`config.mk`:
```
export PLATFORM = sky130hd
export DESIGN_NAME = seg_scan_controller
export DESIGN_NICKNAME = d
export VERILOG_FILES = /design/src/rtl/seg_scan_controller.sv
export SDC_FILE = /design/constraint.sdc
export NUM_CORES = 1
export LEC_CHECK = 0
export BUFFER_PORTS_ARGS = -buffer_cell sky130_fd_sc_hd__buf_4
export CAP_MARGIN = 30
export CORE_MARGIN = 10
export CORE_UTILIZATION = 45
export CTS_CLUSTER_SIZE = 25
export DETAILED_ROUTE_END_ITERATION = 12
export PLACE_DENSITY = 0.6
export REMOVE_ABC_BUFFERS = 1
export SLEW_MARGIN = 20
export SYNTH_ARGS = -nofsm -noshare
export SYNTH_HDL_FRONTEND = slang
export SYNTH_SLANG_ARGS = --single-unit
```
`constraint.sdc`:
```
create_clock -name clk -period 8.32 [get_ports clk]
set_input_delay 1.664 -clock clk [delete_from_list [all_inputs] [get_ports clk]]
set_output_delay 1.664 -clock clk [all_outputs]
set_load 0.05 [all_outputs]
```
`src/rtl/seg_scan_controller.sv`:
```
// Refresh scheduler for a multiplexed 7-segment display behind a 16-bit shift/latch chain.
// Define SEG_ACTIVE_LOW_EN to invert both frame bytes for common-anode / PNP drivers.
module seg_scan_controller #(
  parameter int NUM_DIGITS  = 8,
  parameter int CLK_DIV     = 4,
  parameter int REFRESH_GAP = 1000
) (
  input  logic       clk,
  input  logic       rst,
  input  logic       enable,
  input  logic       wr_en,
  input  logic [2:0] wr_addr,
  input  logic [7:0] wr_data,
  output logic       ser_data,
  output logic       ser_clk,
  output logic       ser_latch,
  output logic       busy,
  output logic [2:0] digit_idx,
  output logic       frame_done
);

  localparam int CMAX  = (CLK_DIV > REFRESH_GAP) ? CLK_DIV : REFRESH_GAP;
  localparam int CNT_W = $clog2(CMAX + 1);
  localparam logic [CNT_W-1:0] DIV_LAST = CNT_W'(CLK_DIV - 1);
  localparam logic [CNT_W-1:0] DIV_PEN  = CNT_W'((CLK_DIV > 1) ? CLK_DIV - 2 : 0);
  localparam logic [CNT_W-1:0] GAP_LAST = CNT_W'(REFRESH_GAP - 1);
  localparam logic [2:0]       IDX_LAST = 3'(NUM_DIGITS - 1);
  localparam logic [7:0]       SEL_MASK = 8'((1 << NUM_DIGITS) - 1);

  typedef enum logic [2:0] {
    S_IDLE, S_LOAD, S_SHIFT_LO, S_SHIFT_HI, S_LATCH, S_GAP
  } state_t;

  state_t           state;
  logic [CNT_W-1:0] cnt;
  logic [3:0]       bitcnt;
  logic [15:0]      shreg;
  logic [15:0]      frame;
  logic [7:0]       digits [8];

  function automatic logic [15:0] build_frame(input logic [2:0] idx, input logic [7:0] seg);
    logic [15:0] f;
    f = {(8'h01 << idx) & SEL_MASK, seg};
`ifdef SEG_ACTIVE_LOW_EN
    f = ~f;
`endif
    return f;
  endfunction

  assign frame = build_frame(digit_idx, digits[digit_idx]);

  // Digit storage keeps the uninverted pattern; out-of-range addresses are dropped.
  always_ff @(posedge clk or posedge rst) begin
    if (rst) begin
      for (int i = 0; i < 8; i++) digits[i] <= 8'h00;
    end else if (wr_en && ({1'b0, wr_addr} < 4'(NUM_DIGITS))) begin
      digits[wr_addr] <= wr_data;
    end
  end

  // Frame snapshot taken at LOAD so later writes only affect the next frame.
  always_ff @(posedge clk) begin
    if (state == S_LOAD) shreg <= frame;
  end

  always_ff @(posedge clk or posedge rst) begin
    if (rst) begin
      state      <= S_IDLE;
      cnt        <= '0;
      bitcnt     <= 4'd0;
      ser_data   <= 1'b0;
      ser_clk    <= 1'b0;
      ser_latch  <= 1'b0;
      busy       <= 1'b0;
      digit_idx  <= 3'd0;
      frame_done <= 1'b0;
    end else begin
      frame_done <= 1'b0;
      case (state)
        S_IDLE: begin
          if (enable) begin
            state <= S_LOAD;
            busy  <= 1'b1;
          end
        end
        S_LOAD: begin
          bitcnt   <= 4'd15;
          ser_data <= frame[15];
          cnt      <= '0;
          state    <= S_SHIFT_LO;
        end
        S_SHIFT_LO: begin
          if (cnt == DIV_LAST) begin
            cnt     <= '0;
            ser_clk <= 1'b1;
            state   <= S_SHIFT_HI;
          end else begin
            cnt <= cnt + 1'b1;
          end
        end
        S_SHIFT_HI: begin
          if (cnt == DIV_LAST) begin
            cnt     <= '0;
            ser_clk <= 1'b0;
            if (bitcnt == 4'd0) begin
              ser_data   <= 1'b0;
              ser_latch  <= 1'b1;
              frame_done <= (CLK_DIV == 1);
              state      <= S_LATCH;
            end else begin
              bitcnt   <= bitcnt - 4'd1;
              ser_data <= shreg[bitcnt - 4'd1];
              state    <= S_SHIFT_LO;
            end
          end else begin
            cnt <= cnt + 1'b1;
          end
        end
        S_LATCH: begin
          // frame_done is raised one cycle early so it lines up with the final latch cycle.
          if (cnt == DIV_LAST) begin
            cnt       <= '0;
            ser_latch <= 1'b0;
            busy      <= 1'b0;
            digit_idx <= (digit_idx == IDX_LAST) ? 3'd0 : digit_idx + 3'd1;
            state     <= S_GAP;
          end else begin
            cnt        <= cnt + 1'b1;
            frame_done <= (cnt == DIV_PEN);
          end
        end
        S_GAP: begin
          if (cnt == GAP_LAST) begin
            cnt <= '0;
            if (enable) begin
              state <= S_LOAD;
              busy  <= 1'b1;
            end else begin
              state <= S_IDLE;
            end
          end else begin
            cnt <= cnt + 1'b1;
          end
        end
        default: state <= S_IDLE;
      endcase
    end
  end

endmodule

```
==> flow_metrics.tcl <==
set metrics [dict create \
    outcome "completed" \
    fmax_mhz 321 \
    firstDrtPassIters 4 \
    place_worst_setup_slack_ns 5.11 \
    path_delay_family "flip-flops" \
    final_common_cell "dfrtp_1" \
    ios 23 \
    die_h_um 127 \
    muxShareOfSynthArea 0.261 \
    hold_viol 0 \
    cts_resized 0 \
    power_mw 1.17 \
    path_buf_inv 1 \
    rsz0062_at_grt "no" \
    p_leak_nw 2.29 \
    cpMaxStageDelayCell "dfrtp_1" \
    initial_core_util 0.466 \
    drt-initial-drc-count 287 \
    syn_area_mm2 0.00514 \
    drive_gt1_frac 0.359 \
    cpPeakStageDelay_ns 0.78 \
    relSlewSlack 0.417 \
    start_kind "flip-flop" \
    period_share 0.375 \
    numCtsBuffers 9 \
    ys_seq_area_frac 0.526 \
    tightest_slew_ns 0.869 \
    hold_buffers 0 \
    crit_type "reg2out" \
    drc 0 \
    place_congestion 0.763 \
    async_reset_ff_frac 0.848 \
    synth_ff_type "dfrtp_1" \
    synth_cell_type_count 52 \
    ir_worst_vdd_v 0.000150 \
    syn-instance-count 371 \
    end_kind "primary output" \
    root_buffer "clkbuf_16" \
    portBuffers 22 \
    overflow 0 \
    finalWirelength_um 9970 \
    finalNetCount 413 \
    setup_violations 0 \
    tritoncts "done" \
    hold_class "reg2reg" \
    fp.dieW_um 127 \
    htreeDepth 3 \
    clock-sinks 105 \
    cp.required_ns 6.66 \
    antenna_found_initial 0 \
    synth_edf_count 16 \
    synth-xor-area-share 0.00681 \
    layout_common_cells "dfrtp_1 (89), mux2_2 (73), buf_4 (25), nand2_1 (23), mux4_2 (17)" \
    setup_tns_ns 0 \
    grt_first_pass_wirelength_um 16800 \
    grt_usage 0.130 \
    areaGrowthSynthToFinish_pct 11.2 \
    dr_total_vias 3042 \
    power_density_mw_per_mm2 204 \
    cap_violations 0 \
    fin_crit_ns 3.12 \
    synthSimpleGateAreaFrac 0.103 \
    synth_area_per_cell_um2 13.9 \
    yosys_warnings 0 \
    n_antenna_cell 0 \
    ys_ff_latch 105 \
    path_clk_slew_ns 0.07 \
    grt_max_degree 90 \
    synth_top_family_by_area "multiplexers" \
    setup_ws_ns 5.20 \
    clock_latency_ns 0.35 \
    synth_adder_area_share 0.0195 \
    synth-compound-area-share 0.0589 \
    dpl.hpwl_um 6590 \
    fin_skew_ns 0.00897 \
    core_mm2 0.0110 \
    slew_viol_final 0 \
    post_cts_buffers 0 \
    die-area_mm2 0.0161 \
    ant_nets 0 \
    routedWlPerCell_um 18.6 \
    cp_cell_sequence "buf_4" \
    cts_max_path_buffers 2 \
    rows 38 \
    grt_pass1_vias 3156 \
    crit_fanout 18 \
    cp.arrival_ns 1.45 \
    viasPerCell 5.69 \
]
-- through the flow --
step	instances	utilization	area (um^2)	hold slack, ns
4_1_cts	535	0.518	5720	0.496
3_5_place_dp	519	0.492	5430	0.479
5_1_grt	535	0.518	5720	0.512
3_3_place_gp	519	0.492	5430	0.468
6_report	535	0.518	5720	0.493
2_1_floorplan	353	-	5050	0.452
-- path summary, 6_finish.rpt --
kind                         startpoint      endpoint  slack [ns]  depth (start not counted)
max in group asynchronous           rst  digit_idx[1]        6.23                          3
min in group asynchronous           rst    digits[11]        1.53                          3
hold reg to reg              digits[42]    digits[42]        0.49                          1
setup reg to reg                 cnt[1]        cnt[7]        5.92                          5
hold / removal               digits[42]    digits[42]        0.49                          1
setup / recovery           digit_idx[2]  digit_idx[2]        5.20                          1
-- flip-flops by register name, summed over array words and instances (netlist names) --
name and cells:
digits 64, ser_latch 1, cnt 10, busy 1, shreg 16, state 3, frame_done 1, ser_data 1
digit_idx 3, ser_clk 1, bitcnt 4
-- report_power, final --
part           switching, mW  internal (mW)  total [mW]
Clock                  0.196          0.217       0.413
Combinational         0.0439         0.0890       0.133
Sequential            0.0330          0.591       0.624
-- cell type report --
type                            instances  area, um^2
Sequential cell                       105        2710
Clock inverter                          5        46.3
Clock buffer                           11         243
Multi-Input combinational cell        238        2310
Tap cell                              140         175
Timing Repair Buffer                   26         199
Fill cell                             947        5310
Inverter                               10        38.8
-- metal layers --
layer / wire (um) / track usage / part of all wire / vias to the layer above
met5: 0 / 0 / 0 / -
met4: 98 / 0.0342 / 0.0098 / 0
met3: 337 / 0.0404 / 0.034 / 7
met2: 4810 / 0.203 / 0.48 / 48
met1: 4730 / 0.170 / 0.47 / 1555
li1: - / - / - / 1432
-- synthesized netlist by cell type, drive strengths merged, types with 5 or more instances --
| cell | number | area, um^2 |
|---|---|---|
| dfrtp | 89 | 2230 |
| mux2 | 74 | 833 |
| nand2 | 23 | 86.3 |
| mux4 | 21 | 488 |
| edfxtp | 16 | 480 |
| clkbuf | 13 | 50.0 |
| inv | 10 | 37.5 |
| nor2 | 9 | 33.8 |
| nor3 | 9 | 55.1 |
| a21oi | 8 | 40.0 |
| ha | 8 | 100 |
| o21ai | 8 | 40.0 |
| o22ai | 7 | 43.8 |
| and2 | 6 | 37.5 |
| nor2b | 6 | 37.5 |
| buf | 5 | 40.0 |
| nor3b | 5 | 52.6 |
| nor4 | 5 | 61.3 |
-- logic make-up after synthesis --
kind of cell,count (synthesis)
DFF,105
AOI/OAI and AO/OA,43
xor gates and xnor gates,4
muxes,97
buffers and inverters,28
adders and majority gates,8
and+or+nand+nor,86
Note: power is estimated with default switching activity, not from simulation.
